$ cat src/rtl/mips_imem_loader_pkg.sv
// rtl/mips_imem_loader_pkg.sv - shared types and sizing helpers for the MIPS instruction-memory loader
package mips_imem_loader_pkg;

   // Loader FSM states; CSUM is only reachable with MIPS_LOADER_CHECKSUM_EN
   typedef enum logic [2:0] {
      LEN0 = 3'd0,
      LEN1 = 3'd1,
      DATA = 3'd2,
      CSUM = 3'd3,
      DONE = 3'd4,
      ERR  = 3'd5
   } t_ldr_state;

   localparam int IMEM_BYTES_DEF = 128;
   localparam int LEN_W_DEF      = 16;

   // Byte-address width for an instruction memory of the given size
   function automatic int addr_w(input int bytes);
      return $clog2(bytes);
   endfunction

endpackage

$ cat src/rtl/mips_imem_loader_if.sv
// rtl/mips_imem_loader_if.sv - byte stream in, instruction-memory write port out
interface mips_imem_loader_if #(
   parameter int AW = 7
) ();
   logic          in_valid;
   logic          in_ready;
   logic [7:0]    in_data;
   logic          imem_we;
   logic [AW-1:0] imem_addr;
   logic [31:0]   imem_wdata;

   // master: the loader; slave: the byte source / memory side
   modport master (
      input  in_valid, in_data,
      output in_ready, imem_we, imem_addr, imem_wdata
   );

   modport slave (
      output in_valid, in_data,
      input  in_ready, imem_we, imem_addr, imem_wdata
   );
endinterface

$ cat src/rtl/mips_byte_packer.sv
// rtl/mips_byte_packer.sv - packs accepted bytes into little-endian 32-bit words
module mips_byte_packer (
   input  logic        clk,
   input  logic        rst,
   input  logic        clr,
   input  logic        take,
   input  logic [7:0]  data,
   output logic        word_complete,
   output logic        word_valid,
   output logic [31:0] word
);

   logic [1:0]  byte_cnt_q, byte_cnt_d;
   logic [31:0] word_q, word_d;
   logic        word_valid_q, word_valid_d;

   // Bytes shift in from the top so the first byte ends up in word[7:0]
   always_comb begin
      byte_cnt_d   = byte_cnt_q;
      word_d       = word_q;
      word_valid_d = 1'b0;
      if (clr) begin
         byte_cnt_d = 2'd0;
         word_d     = 32'd0;
      end else if (take) begin
         byte_cnt_d   = byte_cnt_q + 2'd1;
         word_d       = {data, word_q[31:8]};
         word_valid_d = (byte_cnt_q == 2'd3);
      end
   end

   // Packer state; a partial word is simply dropped on reset
   always_ff @(posedge clk or posedge rst) begin
      if (rst) begin
         byte_cnt_q   <= 2'd0;
         word_q       <= 32'd0;
         word_valid_q <= 1'b0;
      end else begin
         byte_cnt_q   <= byte_cnt_d;
         word_q       <= word_d;
         word_valid_q <= word_valid_d;
      end
   end

   assign word_complete = take && (byte_cnt_q == 2'd3);
   assign word_valid    = word_valid_q;
   assign word          = word_q;

endmodule

$ cat src/rtl/mips_imem_loader.sv
// rtl/mips_imem_loader.sv - boot loader writing a streamed image into IMEM; MIPS_LOADER_CHECKSUM_EN adds an XOR checksum byte
module mips_imem_loader
   import mips_imem_loader_pkg::*;
#(
   parameter  int IMEM_BYTES = IMEM_BYTES_DEF,
   parameter  int LEN_W      = LEN_W_DEF,
   localparam int AW         = addr_w(IMEM_BYTES)
) (
   input  logic                 clk,
   input  logic                 rst,
   input  logic                 reload,
   mips_imem_loader_if.master   bus,
   output logic                 cpu_rst,
   output logic                 load_done,
   output logic                 load_err
);

   localparam logic [LEN_W-1:0] MAX_WORDS = LEN_W'(IMEM_BYTES / 4);

   t_ldr_state       state_q, state_d;
   logic [7:0]       len_lo_q, len_lo_d;
   logic [LEN_W-1:0] len_q, len_d;
   logic [AW-3:0]    word_idx_q, word_idx_d;
   logic [AW-1:0]    imem_addr_q, imem_addr_d;
   logic             in_ready_q, in_ready_d;
   logic             cpu_rst_q, cpu_rst_d;
   logic             load_done_q, load_done_d;
   logic             load_err_q, load_err_d;
`ifdef MIPS_LOADER_CHECKSUM_EN
   logic [7:0]       xor_q, xor_d;
`endif

   logic             accept;
   logic             pk_take;
   logic             pk_clr;
   logic             pk_complete;
   logic             pk_valid;
   logic [31:0]      pk_word;
   logic [LEN_W-1:0] hdr_len;

   assign accept  = bus.in_valid && in_ready_q;
   assign pk_take = accept && (state_q == DATA);
   assign pk_clr  = reload && ((state_q == DONE) || (state_q == ERR));
   assign hdr_len = LEN_W'({bus.in_data, len_lo_q});

   mips_byte_packer u_packer (
      .clk           (clk),
      .rst           (rst),
      .clr           (pk_clr),
      .take          (pk_take),
      .data          (bus.in_data),
      .word_complete (pk_complete),
      .word_valid    (pk_valid),
      .word          (pk_word)
   );

   // Next state, addressing and registered status outputs
   always_comb begin
      state_d     = state_q;
      len_lo_d    = len_lo_q;
      len_d       = len_q;
      word_idx_d  = word_idx_q;
      imem_addr_d = imem_addr_q;
`ifdef MIPS_LOADER_CHECKSUM_EN
      xor_d       = xor_q;
`endif
      case (state_q)
         LEN0: begin
            if (accept) begin
               len_lo_d = bus.in_data;
               state_d  = LEN1;
            end
         end
         LEN1: begin
            if (accept) begin
               len_d = hdr_len;
               if (hdr_len == '0) begin
`ifdef MIPS_LOADER_CHECKSUM_EN
                  state_d = CSUM;
`else
                  state_d = DONE;
`endif
               end else if (hdr_len > MAX_WORDS) begin
                  state_d = ERR;
               end else begin
                  state_d = DATA;
               end
            end
         end
         DATA: begin
            if (pk_take) begin
`ifdef MIPS_LOADER_CHECKSUM_EN
               xor_d = xor_q ^ bus.in_data;
`endif
               if (pk_complete) begin
                  imem_addr_d = {word_idx_q, 2'b00};
                  word_idx_d  = word_idx_q + (AW-2)'(1);
                  if ((LEN_W'(word_idx_q) + LEN_W'(1)) == len_q) begin
`ifdef MIPS_LOADER_CHECKSUM_EN
                     state_d = CSUM;
`else
                     state_d = DONE;
`endif
                  end
               end
            end
         end
`ifdef MIPS_LOADER_CHECKSUM_EN
         CSUM: begin
            if (accept) begin
               state_d = (xor_q == bus.in_data) ? DONE : ERR;
            end
         end
`endif
         DONE, ERR: begin
            if (reload) begin
               state_d     = LEN0;
               len_lo_d    = 8'd0;
               len_d       = '0;
               word_idx_d  = '0;
               imem_addr_d = '0;
`ifdef MIPS_LOADER_CHECKSUM_EN
               xor_d       = 8'd0;
`endif
            end
         end
         default: state_d = LEN0;
      endcase

      in_ready_d  = (state_d != DONE) && (state_d != ERR);
      load_done_d = (state_d == DONE);
      load_err_d  = (state_d == ERR);
      // Core leaves reset only on the second DONE cycle, after the last write
      cpu_rst_d   = !((state_q == DONE) && (state_d == DONE));
   end

   // Loader registers
   always_ff @(posedge clk or posedge rst) begin
      if (rst) begin
         state_q     <= LEN0;
         len_lo_q    <= 8'd0;
         len_q       <= '0;
         word_idx_q  <= '0;
         imem_addr_q <= '0;
         in_ready_q  <= 1'b0;
         cpu_rst_q   <= 1'b1;
         load_done_q <= 1'b0;
         load_err_q  <= 1'b0;
`ifdef MIPS_LOADER_CHECKSUM_EN
         xor_q       <= 8'd0;
`endif
      end else begin
         state_q     <= state_d;
         len_lo_q    <= len_lo_d;
         len_q       <= len_d;
         word_idx_q  <= word_idx_d;
         imem_addr_q <= imem_addr_d;
         in_ready_q  <= in_ready_d;
         cpu_rst_q   <= cpu_rst_d;
         load_done_q <= load_done_d;
         load_err_q  <= load_err_d;
`ifdef MIPS_LOADER_CHECKSUM_EN
         xor_q       <= xor_d;
`endif
      end
   end

   assign bus.in_ready   = in_ready_q;
   assign bus.imem_we    = pk_valid;
   assign bus.imem_addr  = imem_addr_q;
   assign bus.imem_wdata = pk_word;
   assign cpu_rst        = cpu_rst_q;
   assign load_done      = load_done_q;
   assign load_err       = load_err_q;

endmodule
$ cat src/flat_wrapper.sv
// flat-port wrapper written by rule: the top's interface ports become plain ports
module mips_imem_loader_flat import mips_imem_loader_pkg::*;
#(
   parameter  int IMEM_BYTES = IMEM_BYTES_DEF,
   parameter  int LEN_W      = LEN_W_DEF,
   localparam int AW         = addr_w(IMEM_BYTES)
)
  (clk, rst, reload, cpu_rst, load_done, load_err, bus_in_valid, bus_in_data, bus_in_ready, bus_imem_we, bus_imem_addr, bus_imem_wdata);
  mips_imem_loader_if bus_i ();
  input  logic clk;
  input  logic rst;
  input  logic reload;
  output logic cpu_rst;
  output logic load_done;
  output logic load_err;
  input wire logic [$bits(bus_i.in_valid)-1:0] bus_in_valid;
  input wire logic [$bits(bus_i.in_data)-1:0] bus_in_data;
  output wire logic [$bits(bus_i.in_ready)-1:0] bus_in_ready;
  output wire logic [$bits(bus_i.imem_we)-1:0] bus_imem_we;
  output wire logic [$bits(bus_i.imem_addr)-1:0] bus_imem_addr;
  output wire logic [$bits(bus_i.imem_wdata)-1:0] bus_imem_wdata;
  assign bus_i.in_valid = bus_in_valid;
  assign bus_i.in_data = bus_in_data;
  assign bus_in_ready = bus_i.in_ready;
  assign bus_imem_we = bus_i.imem_we;
  assign bus_imem_addr = bus_i.imem_addr;
  assign bus_imem_wdata = bus_i.imem_wdata;
  mips_imem_loader #(.IMEM_BYTES(IMEM_BYTES), .LEN_W(LEN_W)) u_core (.clk(clk), .rst(rst), .reload(reload), .bus(bus_i), .cpu_rst(cpu_rst), .load_done(load_done), .load_err(load_err));
endmodule
$ cat config.mk
export PLATFORM = sky130hd
export DESIGN_NAME = mips_imem_loader_flat
export DESIGN_NICKNAME = d
export VERILOG_FILES = /design/src/rtl/mips_imem_loader_pkg.sv /design/src/rtl/mips_imem_loader_if.sv /design/src/rtl/mips_byte_packer.sv /design/src/rtl/mips_imem_loader.sv /design/src/flat_wrapper.sv
export SDC_FILE = /design/constraint.sdc
export NUM_CORES = 1
export LEC_CHECK = 0
export BUFFER_PORTS_ARGS = -buffer_cell sky130_fd_sc_hd__buf_2
export CAP_MARGIN = 20
export CORE_MARGIN = 5
export CORE_UTILIZATION = 40
export CTS_BUF_LIST = sky130_fd_sc_hd__clkbuf_16
export DETAILED_ROUTE_END_ITERATION = 8
export SYNTH_ARGS = -nofsm -noshare
export SYNTH_HDL_FRONTEND = slang
export SYNTH_SLANG_ARGS = --single-unit
$ cat constraint.sdc
create_clock -name clk -period 5.01 [get_ports clk]
set_input_delay 0.501 -clock clk [delete_from_list [all_inputs] [get_ports clk]]
set_output_delay 0.501 -clock clk [all_outputs]
set_load 0.01 [all_outputs]
Yosys cells after proc, flatten, opt, wreduce, memory -nomap -nowiden
Index checks and enable logic that the tools add are counted.

Add/sub/neg operators: 3. Order comparisons: 1. Eq/ne operators: 15. Multiplexer cells: 29. Reductions and logical operators: 18.

Operator list (count): 2-to-1 mux 32 bit (2); 2-to-1 mux 16 bit (2); one-hot mux 16 bit (2 select lines) (1); 2-to-1 mux 3 bit (8); 2-to-1 mux 7 bit (3); == test 16 bit (1); greater-than comparator 16 x 6 -> 1 bit (second input constant) (1); logical NOT 16 bit (1); 2-to-1 mux 8 bit (2); one-hot mux 8 bit (2 select lines) (1); 2-to-1 mux 5 bit (3); one-hot mux 7 bit (2 select lines) (1); == test 3 bit (second input constant) (4); one-hot mux 3 bit (4 select lines) (1); one-hot mux 5 bit (2 select lines) (1); nonzero test 2 bit (4); adder 5 x 1 -> 6 bit (second input constant) (1); logical AND 1 bit (6); != test 2 x 1 -> 1 bit (second input constant) (3); != test 3 bit (second input constant) (2); AND reduction 3 bit (2); adder 5 x 1 -> 5 bit (second input constant) (1); 2-to-1 mux 2 bit (2); != test 2 bit (second input constant) (2); 10 further kinds (11).

Logic and storage cells: 78. Input port bits: 12. Register bits after elaboration: 78.

Longest topological paths before layout
Gate-level depths: netlist of the first run.

Depth after elaboration: 9. Gate-level depth with buffers: 7. Depth with buffers taken out: 6.

Cells and area by module
From an unflattened synthesis of the first run, not the netlist that was laid out.

Cell total of the unflattened synthesis: 324. Area total of the unflattened synthesis: 3382.0 sq um.

By module, submodules not included: mips_imem_loader (area each 1916.8 sq um, sequential area each 1027.2 sq um, times used 1, cells an instance 209); mips_byte_packer (area each 1465.2 sq um, sequential area each 875.8 sq um, times used 1, cells an instance 115).

Worst setup path after synthesis of the first run
No wires, ideal clock.

Kind: input-to-reg. Start point: in bus_in_data[5]. End point: reg u_core.load_done_q (netlist: u_core.load_done). Slack: 3.234 ns. Cell stages on the path: 5. Path buffers: 0. Library setup time: 0.132 ns. Data arrival time: 1.644 ns. Cells stage by stage: or4_4 nor4_4 nand3_2 a21oi_2 a21oi_1.

Cells in the longest elaborated chain, start to end: 6.

RTL lines: start, declared (line flat_wrapper.sv:17) `input wire logic [$bits(bus_i.in_data)-1:0] bus_in_data;`; greater-than comparator 16 x 6 -> 1 bit (line mips_imem_loader.sv:83) `end else if (hdr_len > MAX_WORDS) begin`; 2-to-1 mux 3 bit (line mips_imem_loader.sv:83); 2-to-1 mux 3 bit (*) (line mips_imem_loader.sv:77) `if (hdr_len == '0) begin`; 2-to-1 mux 3 bit (*) (line mips_imem_loader.sv:75) `if (accept) begin`; one-hot mux 3 bit (4 select lines) (*) (line mips_imem_loader.sv:67) `case (state_q)`; == test 3 bit (*) (line mips_imem_loader.sv:131) `load_done_d = (state_d == DONE);`; via u_core.load_done_d (line mips_imem_loader.sv:27) `logic load_done_q, load_done_d;`; end signal, assigned (line mips_imem_loader.sv:160) `load_done_q <= load_done_d;`; end, declared (line mips_imem_loader.sv:27).

The timed path passes the listed nets; every way through them passes the cells marked *. A chain may end at the register's enable or synchronous reset.

Worst setup path after layout of the first run
Start point: reg u_core.state_q[0]. End point: reg u_core.cpu_rst_q (netlist: u_core.cpu_rst).

Cells in the longest elaborated chain, start to end: 9.

RTL lines: start, declared (line mips_imem_loader.sv:20) `t_ldr_state state_q, state_d;`; start signal, assigned (line mips_imem_loader.sv:153) `state_q <= state_d;`; == test 3 x 2 -> 1 bit (line mips_imem_loader.sv:42, mips_imem_loader.sv:67); logical AND 1 bit (line mips_imem_loader.sv:42) `assign pk_take = accept && (state_q == DATA);`; logical AND 1 bit (line mips_byte_packer.sv:45) `assign word_complete = take && (byte_cnt_q == 2'd3);`; 2-to-1 mux 3 bit (line mips_imem_loader.sv:95) `if (pk_complete) begin`; 2-to-1 mux 3 bit (line mips_imem_loader.sv:91) `if (pk_take) begin`; one-hot mux 3 bit (4 select lines) (line mips_imem_loader.sv:67); == test 3 bit (line mips_imem_loader.sv:134) `cpu_rst_d = !((state_q == DONE) && (state_d == DONE));`; logical AND 1 bit (*) (line mips_imem_loader.sv:134); logical NOT 1 bit (*) (line mips_imem_loader.sv:134); via u_core.cpu_rst_d (line mips_imem_loader.sv:26) `logic cpu_rst_q, cpu_rst_d;`; end signal, assigned (line mips_imem_loader.sv:159) `cpu_rst_q <= cpu_rst_d;`; end, declared (line mips_imem_loader.sv:26).

Marks and branches as above.

==> results, run 1 <==
- In this run the critical register-to-register path is launched from u_core.state_q[0].
- The mean routed wirelength per cell is 14.2 microns.
- The ratio of final minimum period to clock period is 43.3%.
- The deepest clock path buffer count is 2.
- The post-route non-filler standard cell count is about 520.
- The required time at the worst-slack endpoint is 5.26 ns.
- The class of the tightest hold or removal check is input pin to register.
- From bottom edge to top edge, the die measures 101 microns.
- The via count of the first global-routing pass came to 2567.
- In this run the number of H-tree levels came out at 3.
- Cells with a size suffix above 1 make up 20.9% of the layout.
- Adding up every negative setup slack in the final design gives 0 ns.
- The post-detailed-route count of antenna-violating nets is 0.
- The aggregate global routing overflow is 0.
- The number of rows in the core area is 33.
- The root buffer cell is sky130_fd_sc_hd__clkbuf_16.
- The maximum clock rate is 461 MHz.
- The most common cell after layout, fill and taps aside is sky130_fd_sc_hd__nand2_1.
- Sequential cells were found to cover 57.3% of the synthesized design area.
- The clock input transition at the sequential cells of the worst setup and hold paths is 0.06 ns.
- In this run, flip-flops and latches consume 46.1% of the power.
- In this run the worst setup path begins at u_core.state_q[0].
- The post-CTS setup buffer count is 0.
- Data arrives at the worst endpoint at around 2.4 ns.
- The cell count after placement is 505.
- The initial antenna violation count is 0.
- Detailed placement finished with a half-perimeter wire length of between 4 and 5 mm.
- The flop-to-flop setup slack is 2.84 ns.
- The relative slew slack is 37.0%.
- The top-level port count is between 50 and 60.
- The depth of the worst register-to-register path is 5.
- The endpoint type of the worst setup path is a register.
- The total of endpoints with negative setup slack in the final report is 0.
- In this run the static leakage power is roughly 1.9 nW.
- The worst hold margin is around 0.44 ns.
- The count of unique library cells instantiated by Yosys is 42.
- Dividing the detail-routed via count by the number of cells gives 4.98.
- The initial utilization of the core area, before any placement, comes to 40.8%.
- In the global route stage, overall resource usage came out at approximately 15%.
- The final period demand of the worst path is 2.17 ns.
- The total number of vias is 2593.
- The final max-slew violation count is 0.
- The first detailed-routing pass ran for 4 iterations.
- The share of total power in combinational logic is 18.2%.
- The clock latency of the later-clocked register in the worst-skew pair is 0.33 ns.
- The analysis attributes to net switching a power of about 0.00054 W.
- The slew at the pin closest to its max-slew limit is 0.945 ns.
- The detailed router finished its first iteration with 120 violations.
- The clock drives 76 sinks.
- The endpoint of the worst-slack reg-to-reg timing path is u_core.cpu_rst.
- The first global-routing pass estimated between 10 and 15 mm of wire.
- The total wire length is 7.38 mm.
- Entering global routing, the biggest net connects slightly below 80 pins.
- The number of hold-repair buffers added at the cts stage is 0.
- The critical path is of the register to register type.
- The horizontal die dimension is 101 microns.
- The termination of the worst setup path is u_core.cpu_rst.
- The maximum fanout encountered on the critical timing path is 14.
- After synthesis the netlist holds a flip-flop and latch count of 76.
- The count of unresolved DRC violations after routing is 0.
- The flow ran to the end, and the final reports show no timing, DRC or antenna violations.
- Per report_power, the clock group accounts for between 30% and 40% of the total.
- The hold violation count in the final report was 0.
- For this run, the number of Yosys warnings is 0.
- The maximum vdd drop is approximately 0.00024 V.
- The internal power summed over all cells is 0.00116 W.
- For this design the ratio of total power to cell area is 431 nW/um^2.
- TritonCTS created 9 clock buffers.
- The count of buffers added on input and output ports is 53.
- The layout net count is 425.
- The largest total area in the synthesized netlist belongs to sky130_fd_sc_hd__dfrtp_1.
- The largest clock skew in the final design is 0.00829 ns.
- The share of synthesized area in the top cell type comes to 56.5%.
- The summed instance area of the synthesized netlist is 3320 sq um.
- TritonCTS built the clock tree.
- The die covers 10200 sq um.
- The area overhead of the layout relative to synthesis is 19.3%.
- Power comes to 0.00171 W.
- The top cell types in the final layout, fill and taps aside, are sky130_fd_sc_hd__nand2_1, sky130_fd_sc_hd__dfrtp_1, sky130_fd_sc_hd__buf_2.
- Once the clock tree was built, the resizer swapped 0 gates to a different size.
- 0 antenna diodes ended up in the layout.
- The reported max-cap violation count is 0.
- The core outline area is 8130 sq um.
- After technology mapping, the gate count stands at 363.
- The per-instance average area after synthesis is ~9 sq um.
- The congestion estimate from routability-driven global placement came to 0.855.
- By area the synthesized netlist is led by sky130_fd_sc_hd__dfrtp_1, sky130_fd_sc_hd__nand2_1, sky130_fd_sc_hd__a21oi_1.
- Setup repair after global routing left no endpoint under its margin.
- Net switching is about a third of the power.
- Measured on the finished design, the core utilization comes to 48.7%.
- The kind of launch point of the worst setup path is a register.
flip-flops by register name, summed over array words and instances, names as in the netlist:
name	cells
u_core.bus.imem_addr	5
u_core.bus.in_ready	1
u_core.cpu_rst	1
u_core.len_lo_q	8
u_core.len_q	16
u_core.load_done	1
u_core.load_err	1
u_core.state_q	3
u_core.u_packer.byte_cnt_q	2
u_core.u_packer.word	32
u_core.u_packer.word_valid	1
u_core.word_idx_q	5
cell usage after synthesis (all sizes together):
master and count:
buf 8, nor3b 1, nand3 10, nor3 3, dfrtp 75, and3 2
nor4 4, a21boi 1, nand4b 1, o31ai 1, xor2 1, a31oi 1
nand3b 1, or2 1, nand4 1, nand2b 1, o21ai 32, xnor2 7
inv 3, nand2 132, and2 2, or3 1, a21oi 37, or4 3
conb 1, clkbuf 14, nor2 9, clkinv 1, o2111a 1, a211o 2
ha 2, nor4b 2, a22o 1, dfstp 1
area by class of cell:
cell class / count / area, sq um
clock buffers: 9 / 225
well taps: 105 / 131
repair buffers: 58 / 303
flip-flops and latches: 76 / 1900
multi-input cells: 262 / 1330
fillers: 800 / 4170
inverters: 4 / 15.0
clock inverters: 7 / 57.6
how the worst min path moves through the flow:
stage / startpoint / to / slack [ns] / cells after the start
final: bus_in_data[7] / u_core.len_lo_q[7] / 0.44 / 3
after floorplan: u_core.len_lo_q[4] / u_core.len_q[4] / 0.46 / 2
after CTS: bus_in_data[7] / u_core.len_lo_q[7] / 0.43 / 3
after global placement: u_core.bus.imem_addr[4] / u_core.bus.imem_addr[4] / 0.48 / 2
after detailed placement: u_core.bus.imem_addr[2] / u_core.bus.imem_addr[2] / 0.49 / 2
after global routing: bus_in_data[7] / u_core.u_packer.word[31] / 0.45 / 3
worst max-delay path, stage by stage (launching register included):
cell and delay [ns]:
sky130_fd_sc_hd__dfrtp_1 0.51, sky130_fd_sc_hd__nor3b_2 0.29, sky130_fd_sc_hd__nand4_2 0.35, sky130_fd_sc_hd__nor3_1 0.29, sky130_fd_sc_hd__nand4b_1 0.28, sky130_fd_sc_hd__a211o_1 0.37
metrics by stage:
step	area, sq um	setup WS (ns)
after floorplan	3320	2.57
after CTS	3950	2.87
final	3960	2.84
after global placement	3670	2.92
after detailed placement	3670	2.89
after global routing	3960	2.60
kinds of logic after synthesis:
logic type	count (synthesis)	synth area share, %
adders and majority gates	2	0.753
buffers and inverters	26	3.47
other	1	0.113
xor gates and xnor gates	8	2.11
and+or+nand+nor	174	24.0
AOI/OAI and AO/OA	76	12.3
DFF	76	57.3
routing by layer:
layer	GRT usage [%]	routed length, microns	vias to the layer above
met5	0	0	-
met3	4.43	282	10
li1	-	-	1297
met4	4.29	105	0
met1	21.5	3560	1243
met2	23.6	3440	43
power groups by stage:
stage / Combinational, W / Sequential, W / Clock (W)
2_1_floorplan: 0.000248 / 0.000765 / 0
3_3_place_gp: 0.000304 / 0.000792 / 0
3_5_place_dp: 0.000309 / 0.000795 / 0
4_1_cts: 0.000311 / 0.000784 / 0.000627
5_1_grt: 0.000355 / 0.000800 / 0.000659
6_report: 0.000311 / 0.000787 / 0.000610
Note: power is estimated with default switching activity, not from simulation.
==> run 2: changes to the inputs <==
ABC_AREA = 1   (was unset)
clock period = 2.21 ns   (was 5.01 ns; I/O delays follow)
==> results, run 2 <==
- The flow ran to the end, and the final reports show no timing, DRC or antenna violations.
- The synthesized instance count is 362 (-0.28%).
- The starting utilization of the core area is 40.6% (-0.22 points).
- Leaving out fill and tap cells, the most frequent cells in the layout are sky130_fd_sc_hd__dfrtp_1, sky130_fd_sc_hd__inv_1, sky130_fd_sc_hd__buf_2.
- Setup repair after global routing left no endpoint under its margin.
- The largest area contributor in the synthesized netlist is sky130_fd_sc_hd__dfrtp_1.
- The count of input and output buffers is 53 (unchanged).
- The clock input transition at the sequential cells of the worst setup and hold paths is 0.06 ns (about the same).
- The setup TNS is 0 ns (unchanged).
- STA classifies the critical path startpoint as a register.
- The clock latency of the later-clocked register in the worst-skew pair was 0.33 ns (about the same).
- The die area was 10100 sq um (-0.96%).
- The final total power came to 0.00401 W (+130%).
- The total of endpoints with negative setup slack in the final report is 0 (unchanged).
- The layout net count is 433 (+1.9%).
- The area taken by flip-flops and latches came to 1900 sq um (unchanged).
- The simple-gate share of the synthesized area is 16.7% (-7.2 points).
- After synthesis, the most frequently instantiated cells are sky130_fd_sc_hd__dfrtp_1, sky130_fd_sc_hd__inv_1, sky130_fd_sc_hd__o22ai_1.
- The synthesized-area fraction occupied by ao, oa, aoi and oai cells came to 13.1% (+0.85 points).
- The total number of vias is 2604 (+0.42%).
- The level count of the clock H-tree came to 3 (unchanged).
- The initial antenna violation count is 0 (unchanged).
- In the post-synthesis netlist, the biggest area contributors are sky130_fd_sc_hd__dfrtp_1, sky130_fd_sc_hd__o22ai_1, sky130_fd_sc_hd__inv_1.
- The total wire length is 7.41 mm (+0.42%).
- The half-perimeter wire length after placement is 5.35 mm (+10%).
- The count of unresolved DRC violations after routing is 0 (unchanged).
- The mean routed wirelength per cell is 14.0 microns (-1.1%).
- Traced cell by cell, the critical path runs through ha_1 -> inv_1 -> nand2_1 -> nand2_1 -> nor2_1 -> nand2_1 -> nor2_1 -> nand3_1 -> nor2_2 -> nor2_2 -> nor2_2.
- The final RePlAce weighted congestion is 0.810 (-5.2%).
- The root buffer cell is sky130_fd_sc_hd__clkbuf_16.
- The fraction of synthesized cell area taken by the top area cell type is 57.1% (+0.60 points).
- The number of diodes added for antenna fixing is 0 (unchanged).
- The static power due to leakage came to 2.01 nW (+6.8%).
- The slew at the pin closest to its max-slew limit is 0.517 ns (-0.428 ns).
- The required time at the worst-slack endpoint is 2.47 ns (-2.79 ns).
- The maximum vdd drop is 0.000396 V (+62%).
- The total clock buffers created by CTS is 9 (unchanged).
- The worst path arrival time came to 2.00 ns (-0.42 ns).
- The count of TritonRoute iterations in the first routing pass came to 5 (+1).
- The top-level port count is 56 (unchanged).
- The cell with the most instances after synthesis is sky130_fd_sc_hd__dfrtp_1.
- The share of synthesized area spent on multiplexers is 0% (unchanged).
- The detailed router's first-iteration violation count came to 151 (+26%).
- The sequential element share of the synthesized area is 57.9% (+0.61 points).
- The number of rows in the core area is 33 (unchanged).
- The total clock sinks is 76 (unchanged).
- The critical path's largest stage delay is 0.49 ns (-0.02 ns).
- The relative slew slack is 65.5% (+28 points).
- The synthesized flop and latch total is 76 (unchanged).
- The most common cell after layout, fill and taps aside is sky130_fd_sc_hd__dfrtp_1.
- The async set or reset register ratio after synthesis is 100% (unchanged).
- The overall die height came to 101 microns (-0.48%).
- The per-instance average area after synthesis is 9.08 sq um (-0.78%).
- The area overhead of the layout relative to synthesis is 19.6%.
- The CTS tree is built.
- The dominant combinational cell family by area after synthesis is simple AND/OR/NAND/NOR gates.
- The detailed-route vias per instance was 4.92 (-1.1%).
- The layout filler cell count is 819 (+2.4%).
- The number of enable flip-flop cells after synthesis was 0 (unchanged).
- The critical path class is register to register.
- The critical path's slowest cell is sky130_fd_sc_hd__dfrtp_1.
- The final max-slew violation count is 0 (unchanged).
- The number of synthesis warnings came to 0 (unchanged).
- The summed instance area of the synthesized netlist is 3290 sq um (-1.1%).
- The core outline area is 8090 sq um (-0.51%).
- The maximum fanout encountered on the critical timing path came to 11 (-3).
- The ratio of final minimum period to clock period is 78.7% (+35 points).
- The flip-flop count of the largest register, all copies and words added was 32 (unchanged).
- STA classifies the critical path endpoint as a register.
- The synthesized-area fraction occupied by xor and xnor cells is 0.267% (-1.8 points).
- The class of the tightest hold or removal check is input pin to register.
- The largest clock skew in the final design was 0.00705 ns (-0.00124 ns).
- The via count of the first global-routing pass came to 2649 (+3.2%).
- The power per cell area is 1020 nW/um^2 (+140%).
- The final period demand of the worst path is 1.74 ns (-0.428 ns).
- The maximum clock rate came to 575 MHz (+25%).
- The post-synthesis share of cell area spent on full adders, half adders and majority gates is 0.762% (+0.0080 points).
- The count of unique library cells instantiated by Yosys is 26 (-38%).
- The post-detailed-route count of antenna-violating nets is 0 (unchanged).
- The horizontal die dimension came to 101 microns (-0.48%).
- The deepest clock path buffer count is 2 (unchanged).
- The global-route usage over all layers is 16.0% (+0.56 points).
- The aggregate global routing overflow came to 0 (unchanged).
- The share of final-layout standard cells stronger than drive strength 1 is 22.4% (+1.5 points).
- The area of the multi-input gates was 1020 sq um (-23%).
- The most used flip-flop cell after synthesis is sky130_fd_sc_hd__dfrtp_1.
- The reported max-cap violation count is 0 (unchanged).
- The hold violation count in the final report is 0 (unchanged).
- The largest net degree at the start of global routing is 42 (-45%).
- The wire length of the first global-routing pass is 12.8 mm (+1.1%).
==> run 2: per-stage QoR <==
step | setup slack [ns] | utilization, % | std cells | instance area, sq um | hold slack, ns
after global routing | 0.272 | 48.6 | 529 | 3930 | 0.223
after global placement | 0.514 | 45.1 | 512 | 3650 | 0.297
after floorplan | 0.0523 | - | 363 | 3290 | 0.410
after CTS | 0.458 | 48.6 | 529 | 3930 | 0.225
after detailed placement | 0.474 | 45.1 | 512 | 3650 | 0.292
final | 0.470 | 48.6 | 529 | 3930 | 0.229
==> run 2: layout make-up <==
| cell class | instances | area share, % |
|---|---|---|
| clock buffer | 9 | 5.73 |
| timing repair buffer | 58 | 8.08 |
| clock inverter | 7 | 1.08 |
| multi-input combinational | 197 | 26.0 |
| inverter | 77 | 7.35 |
| sequential | 76 | 48.4 |
| tap | 105 | 3.34 |
==> run 2: layer usage <==
layer  vias to the layer above  share of wire (%)  track usage, %
met4                         0               0.70            4.46
met3                         6                7.9            6.64
li1                       1294                  -               -
met5                         -                  0               0
met2                        68                 46            23.9
met1                      1236                 45            21.4
==> run 2: final timing paths <==
kind	startpoint	endpoint	slack (ns)	cells after the start
max in group asynchronous	rst	u_core.cpu_rst	1.09	4
setup reg to reg	u_core.word_idx_q[0]	u_core.load_done	0.47	11
hold / removal	bus_in_data[6]	u_core.len_q[14]	0.23	3
setup / recovery	u_core.word_idx_q[0]	u_core.load_done	0.47	11
hold reg to reg	u_core.bus.imem_addr[4]	u_core.bus.imem_addr[4]	0.48	2
min in group asynchronous	rst	u_core.u_packer.word[26]	0.47	3
==> run 2: power breakdown <==
group | total, W | switching [W] | internal, W
combinational | 0.000987 | 0.000665 | 0.000322
clock | 0.00131 | 0.000561 | 0.000753
sequential | 0.00170 | 0.0000979 | 0.00161
==> run 2: critical path, delay by kind of cell (launching register included) <==
| family | cells | cell delay (ns) |
|---|---|---|
| flops | 1 | 0.49 |
| buf+inv | 1 | 0.06 |
| simple gates | 9 | 0.73 |
| fa+ha+maj | 1 | 0.37 |
==> run 2: cells by family (layout without fill, tap and decap cells) <==
kind of cell,Yosys count,count (layout)
AO/OA/AOI/OAI,73,73
XOR/XNOR,1,1
adder cells (fa/ha/maj),2,2
buffers and inverters,90,151
flip-flops,76,76
other,1,2
AND/OR/NAND/NOR,119,119
==> run 2: what timing repair did <==
item	4_1_cts	5_1_grt
hold buffers	1	0
buffers inserted	0	0
hold endpoints to repair	22	0
gates resized for setup	0	0
